==> config.mk <==
export PLATFORM = sky130hd
export DESIGN_NAME = pdu_bufwriter_flat
export DESIGN_NICKNAME = d
export VERILOG_FILES = /design/src/rtl/pdu_bufwriter_if.sv /design/src/rtl/pdu_bufwriter.sv /design/src/flat_wrapper.sv
export SDC_FILE = /design/constraint.sdc
export NUM_CORES = 1
export LEC_CHECK = 0
export CORE_MARGIN = 5
export CORE_UTILIZATION = 62
export DETAILED_ROUTE_END_ITERATION = 8
export HOLD_SLACK_MARGIN = 0.1
export PLACE_DENSITY = 0.83
export SYNTH_ARGS = -nofsm -noshare
export SYNTH_HDL_FRONTEND = slang
export SYNTH_SLANG_ARGS = --single-unit
export TNS_END_PERCENT = 1
==> constraint.sdc <==
create_clock -name clk -period 6.7 [get_ports clk]
set_input_delay 1.34 -clock clk [delete_from_list [all_inputs] [get_ports clk]]
set_output_delay 1.34 -clock clk [all_outputs]
set_load 0.005 [all_outputs]
==> src/rtl/pdu_bufwriter_if.sv <==
// -----------------------------------------------------------------------------
// pdu_bufwriter_if
//   Bundles the fragment stream from the instruction decoder and the to_pdubuf
//   read side used by the PDU into a single interface.
//
//   Fragment side : in_valid, in_ready, in_opcode, in_lqvalid, in_lqaddr,
//                   in_lpp, in_op, in_mreg, in_last
//   PDU side      : to_pdubuf_rd_en, to_pdubuf_dout, to_pdubuf_empty,
//                   to_pdubuf_full, to_pdubuf_count
//   Status        : err_lqaddr
//
//   modport master : the decoder / PDU environment (drives fragments and rd_en)
//   modport slave  : pdu_bufwriter itself
// -----------------------------------------------------------------------------
interface pdu_bufwriter_if #(
    parameter int NUM_LQ    = 4,
    parameter int LQADDR_BW = 2,
    parameter int OPCODE_BW = 5,
    parameter int DEPTH     = 4
);
    localparam int ENTRY_W = OPCODE_BW + NUM_LQ * (3 + OPCODE_BW + LQADDR_BW);
    localparam int CNT_W   = $clog2(DEPTH) + 1;

    logic                 in_valid;
    logic                 in_ready;
    logic [OPCODE_BW-1:0] in_opcode;
    logic                 in_lqvalid;
    logic [LQADDR_BW-1:0] in_lqaddr;
    logic [1:0]           in_lpp;
    logic [OPCODE_BW-1:0] in_op;
    logic [LQADDR_BW-1:0] in_mreg;
    logic                 in_last;

    logic                 to_pdubuf_rd_en;
    logic [ENTRY_W-1:0]   to_pdubuf_dout;
    logic                 to_pdubuf_empty;
    logic                 to_pdubuf_full;
    logic [CNT_W-1:0]     to_pdubuf_count;

    logic                 err_lqaddr;

    modport master (
        output in_valid, in_opcode, in_lqvalid, in_lqaddr, in_lpp, in_op, in_mreg, in_last,
        output to_pdubuf_rd_en,
        input  in_ready,
        input  to_pdubuf_dout, to_pdubuf_empty, to_pdubuf_full, to_pdubuf_count,
        input  err_lqaddr
    );

    modport slave (
        input  in_valid, in_opcode, in_lqvalid, in_lqaddr, in_lpp, in_op, in_mreg, in_last,
        input  to_pdubuf_rd_en,
        output in_ready,
        output to_pdubuf_dout, to_pdubuf_empty, to_pdubuf_full, to_pdubuf_count,
        output err_lqaddr
    );
endinterface

==> src/rtl/pdu_bufwriter.sv <==
// -----------------------------------------------------------------------------
// pdu_bufwriter
//   Producer end of the to_pdubuf path. Collects per-logical-qubit fragments
//   into one packed {opcode, lqlist, lpplist, oplist, mreglist} entry per
//   instruction and queues finished entries in a first-word-fall-through FIFO
//   that the PDU drains.
//
//   Ports
//     clk  : clock
//     rst  : synchronous active-high reset
//     bus  : pdu_bufwriter_if.slave
//            fragment in  : in_valid/in_ready handshake, in_opcode (first
//                           fragment only), in_lqvalid, in_lqaddr, in_lpp,
//                           in_op, in_mreg, in_last
//            PDU out      : to_pdubuf_rd_en, to_pdubuf_dout (head entry, blank
//                           when empty), to_pdubuf_empty/full/count
//            status       : err_lqaddr (sticky out-of-range LQ address)
// -----------------------------------------------------------------------------
module pdu_bufwriter #(
    parameter int NUM_LQ    = 4,
    parameter int LQADDR_BW = 2,
    parameter int OPCODE_BW = 5,
    parameter int DEPTH     = 4
) (
    input logic             clk,
    input logic             rst,
    pdu_bufwriter_if.slave  bus
);
    localparam int PTR_W = $clog2(DEPTH);
    localparam int CNT_W = PTR_W + 1;

    // Field order matches the packed bus layout, MSB first.
    typedef struct packed {
        logic [OPCODE_BW-1:0]        opcode;
        logic [NUM_LQ-1:0]           lqlist;
        logic [2*NUM_LQ-1:0]         lpplist;
        logic [NUM_LQ*OPCODE_BW-1:0] oplist;
        logic [NUM_LQ*LQADDR_BW-1:0] mreglist;
    } entry_t;

    typedef enum logic [1:0] {
        S_IDLE    = 2'd0,  // no partial instruction
        S_COLLECT = 2'd1,  // partial instruction open
        S_HOLD    = 2'd2   // instruction complete, waiting for FIFO space
    } state_t;

    function automatic entry_t blank_entry();
        entry_t e;
        e.opcode   = '1;   // INVALID opcode
        e.lqlist   = '0;
        e.lpplist  = '0;   // PP_I everywhere
        e.oplist   = '1;
        e.mreglist = '0;
        return e;
    endfunction

    // Out-of-range addresses match no slice, so they leave the entry untouched.
    // A repeated address simply overwrites its slice: last write wins.
    function automatic entry_t merge_frag(
        input entry_t               e,
        input logic                 lqvalid,
        input logic [LQADDR_BW-1:0] lqaddr,
        input logic [1:0]           lpp,
        input logic [OPCODE_BW-1:0] op,
        input logic [LQADDR_BW-1:0] mreg
    );
        entry_t r;
        r = e;
        for (int i = 0; i < NUM_LQ; i++) begin
            if (lqvalid && (int'(lqaddr) == i)) begin
                r.lqlist[i]                              = 1'b1;
                r.lpplist[2*i +: 2]                      = lpp;
                r.oplist[i*OPCODE_BW +: OPCODE_BW]       = op;
                r.mreglist[i*LQADDR_BW +: LQADDR_BW]     = mreg;
            end
        end
        return r;
    endfunction

    state_t            state, state_nxt;
    entry_t            asm_q, asm_nxt;
    entry_t            seed;
    logic              err_q, err_nxt;
    logic              accept;
    logic              lq_bad;
    logic              push;
    logic              pop;

    logic [PTR_W-1:0]  wr_ptr, rd_ptr;
    logic [CNT_W-1:0]  count;
    logic              full, empty;
    entry_t            mem [DEPTH];

    assign bus.in_ready = (state != S_HOLD);
    assign accept       = bus.in_valid && bus.in_ready;
    assign lq_bad       = bus.in_lqvalid && (int'(bus.in_lqaddr) >= NUM_LQ);

    assign full  = (count == CNT_W'(DEPTH));
    assign empty = (count == '0);
    assign pop   = bus.to_pdubuf_rd_en && !empty;   // reads on empty are ignored

    // ---------------------------------------------------------------- FSM
    // NOTE: every signal driven here gets a default before the case statement,
    // so no path leaves it unassigned and no latch is inferred.
    always_comb begin
        state_nxt   = state;
        asm_nxt     = asm_q;
        push        = 1'b0;
        seed        = blank_entry();
        seed.opcode = bus.in_opcode;
        err_nxt     = err_q | (accept & lq_bad);

        case (state)
            S_IDLE: begin
                // First fragment starts from a blank entry and fixes the opcode.
                if (accept) begin
                    asm_nxt   = merge_frag(seed, bus.in_lqvalid, bus.in_lqaddr,
                                           bus.in_lpp, bus.in_op, bus.in_mreg);
                    state_nxt = bus.in_last ? S_HOLD : S_COLLECT;
                end
            end
            S_COLLECT: begin
                if (accept) begin
                    asm_nxt = merge_frag(asm_q, bus.in_lqvalid, bus.in_lqaddr,
                                         bus.in_lpp, bus.in_op, bus.in_mreg);
                    if (bus.in_last) begin
                        state_nxt = S_HOLD;
                    end
                end
            end
            S_HOLD: begin
                // A full FIFO still accepts the push when the PDU pops in the
                // same cycle, since a slot frees up on that edge.
                if (!full || bus.to_pdubuf_rd_en) begin
                    push      = 1'b1;
                    state_nxt = S_IDLE;
                end
            end
            default: state_nxt = S_IDLE;
        endcase
    end

    // NOTE: sequential state uses non-blocking assignments so every register
    // samples the pre-edge value of every other register.
    always_ff @(posedge clk) begin
        if (rst) begin
            state <= S_IDLE;
            asm_q <= blank_entry();
            err_q <= 1'b0;
        end else begin
            state <= state_nxt;
            asm_q <= asm_nxt;
            err_q <= err_nxt;
        end
    end

    // ---------------------------------------------------------------- FIFO
    always_ff @(posedge clk) begin
        if (rst) begin
            wr_ptr <= '0;
            rd_ptr <= '0;
            count  <= '0;
        end else begin
            if (push) wr_ptr <= wr_ptr + 1'b1;   // wraps naturally, DEPTH is 2^n
            if (pop)  rd_ptr <= rd_ptr + 1'b1;
            if (push && !pop) begin
                count <= count + 1'b1;
            end else if (pop && !push) begin
                count <= count - 1'b1;
            end
        end
    end

    // NOTE: the storage array has no reset; count gates visibility, so stale
    // contents are never observed and the array maps cleanly onto RAM.
    always_ff @(posedge clk) begin
        if (push) begin
            mem[wr_ptr] <= asm_q;
        end
    end

    always_comb begin
        bus.to_pdubuf_dout = empty ? blank_entry() : mem[rd_ptr];
    end

    assign bus.to_pdubuf_empty = empty;
    assign bus.to_pdubuf_full  = full;
    assign bus.to_pdubuf_count = count;
    assign bus.err_lqaddr      = err_q;

endmodule
==> src/flat_wrapper.sv <==
// flat-port wrapper written by rule: the top's interface ports become plain ports
module pdu_bufwriter_flat 
#(
    parameter int NUM_LQ    = 4,
    parameter int LQADDR_BW = 2,
    parameter int OPCODE_BW = 5,
    parameter int DEPTH     = 4
)
  (clk, rst, bus_in_valid, bus_in_opcode, bus_in_lqvalid, bus_in_lqaddr, bus_in_lpp, bus_in_op, bus_in_mreg, bus_in_last, bus_to_pdubuf_rd_en, bus_in_ready, bus_to_pdubuf_dout, bus_to_pdubuf_empty, bus_to_pdubuf_full, bus_to_pdubuf_count, bus_err_lqaddr);
  pdu_bufwriter_if #(.NUM_LQ(NUM_LQ), .LQADDR_BW(LQADDR_BW), .OPCODE_BW(OPCODE_BW), .DEPTH(DEPTH)) bus_i ();
  input logic clk;
  input logic rst;
  input wire logic [$bits(bus_i.in_valid)-1:0] bus_in_valid;
  input wire logic [$bits(bus_i.in_opcode)-1:0] bus_in_opcode;
  input wire logic [$bits(bus_i.in_lqvalid)-1:0] bus_in_lqvalid;
  input wire logic [$bits(bus_i.in_lqaddr)-1:0] bus_in_lqaddr;
  input wire logic [$bits(bus_i.in_lpp)-1:0] bus_in_lpp;
  input wire logic [$bits(bus_i.in_op)-1:0] bus_in_op;
  input wire logic [$bits(bus_i.in_mreg)-1:0] bus_in_mreg;
  input wire logic [$bits(bus_i.in_last)-1:0] bus_in_last;
  input wire logic [$bits(bus_i.to_pdubuf_rd_en)-1:0] bus_to_pdubuf_rd_en;
  output wire logic [$bits(bus_i.in_ready)-1:0] bus_in_ready;
  output wire logic [$bits(bus_i.to_pdubuf_dout)-1:0] bus_to_pdubuf_dout;
  output wire logic [$bits(bus_i.to_pdubuf_empty)-1:0] bus_to_pdubuf_empty;
  output wire logic [$bits(bus_i.to_pdubuf_full)-1:0] bus_to_pdubuf_full;
  output wire logic [$bits(bus_i.to_pdubuf_count)-1:0] bus_to_pdubuf_count;
  output wire logic [$bits(bus_i.err_lqaddr)-1:0] bus_err_lqaddr;
  assign bus_i.in_valid = bus_in_valid;
  assign bus_i.in_opcode = bus_in_opcode;
  assign bus_i.in_lqvalid = bus_in_lqvalid;
  assign bus_i.in_lqaddr = bus_in_lqaddr;
  assign bus_i.in_lpp = bus_in_lpp;
  assign bus_i.in_op = bus_in_op;
  assign bus_i.in_mreg = bus_in_mreg;
  assign bus_i.in_last = bus_in_last;
  assign bus_i.to_pdubuf_rd_en = bus_to_pdubuf_rd_en;
  assign bus_in_ready = bus_i.in_ready;
  assign bus_to_pdubuf_dout = bus_i.to_pdubuf_dout;
  assign bus_to_pdubuf_empty = bus_i.to_pdubuf_empty;
  assign bus_to_pdubuf_full = bus_i.to_pdubuf_full;
  assign bus_to_pdubuf_count = bus_i.to_pdubuf_count;
  assign bus_err_lqaddr = bus_i.err_lqaddr;
  pdu_bufwriter #(.NUM_LQ(NUM_LQ), .LQADDR_BW(LQADDR_BW), .OPCODE_BW(OPCODE_BW), .DEPTH(DEPTH)) u_core (.clk(clk), .rst(rst), .bus(bus_i));
endmodule
# Yosys cells after proc, flatten, opt, wreduce, memory -nomap -nowiden

Memories as Yosys holds them, arrays and structs flattened. A register that Yosys moved wholly into a read port is not among the register bits.
Index checks and enable logic that the tools add are counted.
W data, S select, Z words.

Memories: 1
Register bits after elaboration: 54
Memory bits (writable): 180

Memory list:

| memory     | depth | bits a word | rd ports | clocked after Yosys merged registers in | write ports | RTL line            | text |
|---|---|---|---|---|---|---|---|
| u_core.mem | 4     | 45          | 1        | 1                                       | 1           | pdu_bufwriter.sv:92 | `entry_t mem [DEPTH];` |

Reduce and logical (&&, ||, !) cells: 24
Bitwise logic cells: 1
Add/subtract/negate cells: 4
Equality and inequality tests: 15
Multiplexer cells: 50

Operator list:

| kind                  | count |
|---|---|
| $mux W45              | 2 |
| $pmux W45 S2          | 1 |
| $mux W2               | 23 |
| $mux W40              | 1 |
| $mux W5               | 8 |
| $reduce_and A4 Y1     | 5 |
| $ne A2 B1 Y1 const B  | 7 |
| $mux W1               | 12 |
| $logic_and A1 B1 Y1   | 8 |
| $eq A2 B2 Y1 const B  | 3 |
| $mux W3               | 2 |
| $pmux W2 S3           | 1 |
| $add A2 B1 Y2 const B | 2 |
| $eq A2 B1 Y1 const B  | 2 |
| $logic_not A1 Y1      | 4 |
| $logic_not A2 Y1      | 2 |
| $ne A2 B2 Y1 const B  | 2 |
| $reduce_bool A2 Y1    | 2 |
| $add A3 B1 Y3 const B | 1 |
| $eq A3 B3 Y1 const B  | 1 |
| $logic_not A3 Y1      | 1 |
| $reduce_and A3 Y1     | 1 |
| $sub A3 B1 Y3 const B | 1 |
| $logic_or A1 B1 Y1    | 1 |
| $not A1 Y1            | 1 |

# Logic depth before layout (Yosys ltp)

Depth after elaboration: 9
Gate-level depth with buffers: 9

# Worst setup path before layout

OpenSTA, ideal clock, no wires.

Path kind: in2reg
From: in bus_to_pdubuf_rd_en
To: mem u_core.mem[0][0] (netlist name) (enable)
Stages: 3
Buffers on the path: 0
Path slack: 3.478 ns
Library setup time: 0.407 ns
Arrival: 2.815 ns
Required time: 6.293 ns
Cell sequence: nor4b_1 nor2_1 and2_1

Cells in the longest elaborated chain, start to end: 5

Ends and longest elaborated chain:

| what                          | RTL line             | text |
|---|---|---|
| start, declared               | flat_wrapper.sv:21   | `input wire logic [$bits(bus_i.to_pdubuf_rd_en)-1:0] bus_to_pdubuf_rd_en;` |
| $logic_or A1 B1 Y1            | pdu_bufwriter.sv:134 | `if (!full \|\| bus.to_pdubuf_rd_en) begin` |
| $mux W1                       | pdu_bufwriter.sv:134 |  |
| $mux W1                       | pdu_bufwriter.sv:113 | `case (state)` |
| net u_core.push               | pdu_bufwriter.sv:86  | `logic push;` |
| $mux W1                       | pdu_bufwriter.sv:177 | `if (push) begin` |
| $mux W1 (not written as such) | pdu_bufwriter.sv:178 | `mem[wr_ptr] <= asm_q;` |
| end, declared                 | pdu_bufwriter.sv:92  |  |

The timed path passes the listed nets, and every way through them passes these cells.

==> flow_summary.json <==
{
  "status": "finished clean",
  "vias": 5009,
  "yosys.area.top_type": "edfxtp_1",
  "ys_seq_elements": 236,
  "place_inst": 769,
  "fin_crit_ns": 4.46,
  "setup_tns_ns": 0,
  "timing.hold.ws_ns": 0.510,
  "cts_root_buf": "clkbuf_16",
  "vias_per_cell": 6.19,
  "pwr_density_cell_mw_per_mm2": 346,
  "ant_nets": 0,
  "grt_overflow": 0,
  "layout_common_cells": "180 x edfxtp_1, 71 x clkdlybuf4s50_1, 54 x dfxtp_1",
  "synth_fp_nets": 569,
  "critical_path.max_fanout": 26,
  "pin_count": 74,
  "netlist_instances": 541,
  "grt_max_degree": 67,
  "crit_arrival_ns": 3.12,
  "first_global_vias": 5253,
  "setup_viol": 0,
  "start_util_pct": 63.3,
  "nets": 637,
  "layout_commonest_cell": "edfxtp_1",
  "seqPwrFrac_pct": 44.9,
  "finalNonFillerCells": 809,
  "post_dp_cell_area_mm2": 0.0100,
  "cp_data_required_time_ns": 5.36,
  "die_area_mm2": 0.0174,
  "min_path_cells": 0,
  "peakVddDrop_mv": 0.262,
  "avgSynthCellArea_um2": 17.1,
  "finalCritPeriodShare_pct": 66.6,
  "synth_edf_count": 180,
  "worstSetupPathType": "flip-flop to primary output",
  "maxCapViolations": 0,
  "area_growth_syn_to_layout_pct": 16.6,
  "critPathMaxStageDelay_ns": 0.92,
  "p_sw_share_pct": 23.9,
  "fin_util_pct": 73.8,
  "post-cts-setup-buffer-count": 0,
  "start_kind": "flip-flop",
  "portBuffers": 72,
  "final.setup_skew_ns": 0.0144,
  "min_from": "u_core.asm_q[9]$_SDFFE_PP1P_",
  "htree_num_levels": 1,
  "async_reset_ff_share_pct": 0,
  "rsz0062_at_grt": "no",
  "insertedDiodeCount": 0,
  "drv_slew": 0,
  "wl_per_cell_um": 22.4,
  "layout-drive-gt1-share_pct": 16.2,
  "slowest_stage": "dfxtp_2",
  "endpoint_kind": "primary output",
  "yosysSeqAreaShare_pct": 70.7,
  "whs_endpoint": "u_core.mem[0][9]$_DFFE_PP_",
  "syn_area_mm2": 0.00923,
  "clock-sinks": 236,
  "track_usage_pct": 21.0,
  "tightest_slew_ns": 1.10,
  "hold_buffers": 0,
  "drt-initial-drc-count": 564,
  "ys_types": 50,
  "hp-class": "flip-flop to flip-flop",
  "final-hold-violation-count": 0,
  "maxSlewHeadroom_pct": 26.8,
  "dpl.hpwl_mm": 10.3,
  "insertion_delay_ns": 0.50,
  "synth.area.top_cells": "edfxtp_1 59%, dfxtp_1 12%, mux4_2 9.8%",
  "internal-power_mw": 2.84,
  "max_freq_mhz": 224,
  "worstPathCellList": "buf_4, mux4_1, nor2b_1, clkdlybuf4s50_1",
  "synth_ff_type": "edfxtp_1",
  "final_cell_area_mm2": 0.0108,
  "comb_power_share_pct": 21.3,
  "rr_startpoint": "u_core.bus.to_pdubuf_count[0]$_SDFFE_PP0P_",
  "cts_made_buffers": 22,
  "reg2reg_setup_slack_ns": 4.26,
  "worstReg2RegEnd": "u_core.bus.to_pdubuf_count[2]$_SDFFE_PP0P_",
  "core-area_mm2": 0.0146,
  "cts_tree": "done",
  "rows": 44,
  "die_x_um": 132,
  "drc": 0,
  "p_leak_nw": 3.36,
  "yosys.area.top_type_share_pct": 58.6,
  "synth_warnings": 0,
  "antenna_found_initial": 0,
  "r2r.worst_path.cells": 8,
  "clkPwrFrac_pct": 33.8,
  "net-switching-power_mw": 0.892,
  "wl_mm": 18.1,
  "dr.pass1.iters": 5,
  "grt_pass1_wl_mm": 29.2,
  "cts_buffer_depth": 3,
  "die_y_um": 132,
  "path_clk_slew_ns": 0.06,
  "ctsResizeCount": 0,
  "globalplace.congestion": 0.776
}
[synth_stat cells, drive strengths merged, types with 7 or more instances]
cell	number
edfxtp	180
nand3b	7
nor2b	18
a21oi	22
o211ai	12
nor2	17
nand2	13
dfxtp	56
nand3	14
nand2b	9
or2	30
mux4	45
o32a	10
nor3	12
inv	8
clkbuf	13
buf	22
[cells by family (layout without fill, tap and decap cells)]
group / after synthesis / after routing / synth area share, %
compound gates: 66 / 66 / 5.14
xor+xnor: 4 / 4 / 0.379
fa+ha+maj: 6 / 6 / 0.895
buf+inv: 43 / 127 / 2.67
flops: 236 / 236 / 70.7
mux: 48 / 48 / 11.5
other cells: 1 / 1 / 0.0406
simple gates: 137 / 137 / 8.66
[power by group through the flow]
stage / logic (mW) / registers (mW) / clock network [mW]
2_1_floorplan: 0.499 / 1.66 / 0
3_3_place_gp: 0.798 / 1.70 / 0
3_5_place_dp: 0.804 / 1.71 / 0
4_1_cts: 0.817 / 1.68 / 1.27
5_1_grt: 0.860 / 1.68 / 1.35
6_report: 0.793 / 1.67 / 1.26
[worst max-delay path by stage]
stage                                   start                          to  slack, ns  cells past startpoint
after floorplan           bus_to_pdubuf_rd_en  u_core.mem[0][0]$_DFFE_PP_       3.48                      3
after global placement              flip-flop      bus_to_pdubuf_dout[30]       2.64                      4
after detailed placement            flip-flop      bus_to_pdubuf_dout[32]       2.63                      4
after CTS                           flip-flop      bus_to_pdubuf_dout[32]       2.11                      4
after global routing                flip-flop      bus_to_pdubuf_dout[32]       1.94                      4
final                               flip-flop      bus_to_pdubuf_dout[32]       2.24                      4
[state kept, by name, summed over array words and instances, names as in the netlist, named ones only]
signal / count
u_core.mem: 180
u_core.asm_q: 45
u_core.bus.to_pdubuf_count: 3
u_core.rd_ptr: 2
u_core.state: 2
u_core.wr_ptr: 2
[critical path: cells and delay by family, from the launching register on]
kind / cells / cell delay (ns)
flip-flops: 1 / 0.92
multiplexers: 1 / 0.60
buffers and inverters: 2 / 0.95
AND/OR/NAND/NOR: 1 / 0.14
[stage by stage]
stage                     worst slack (ns)  total power, mW
after floorplan                       3.48             2.16
after global placement                2.64             2.50
after detailed placement              2.63             2.51
after CTS                             2.11             3.77
after global routing                  1.94             3.89
final                                 2.24             3.73
[final cells by class]
type / instances / area (um2)
Clock buffer: 30 / 612
Clock inverter: 10 / 124
Inverter: 8 / 30.0
Sequential cell: 236 / 6530
Multi-Input combinational cell: 262 / 2470
Timing Repair Buffer: 79 / 768
Tap cell: 184 / 230
Fill cell: 814 / 3830
[per-layer routing]
metal  vias to the layer above  part of all wire, %  GRT usage (%)
met3                        39                  6.7           3.36
met2                       225                   51           36.4
li1                       2231                    -              -
met4                         0                  2.4           6.11
met1                      2514                   40           27.7
met5                         -                    0              0
(Power assumes the default switching activity.)
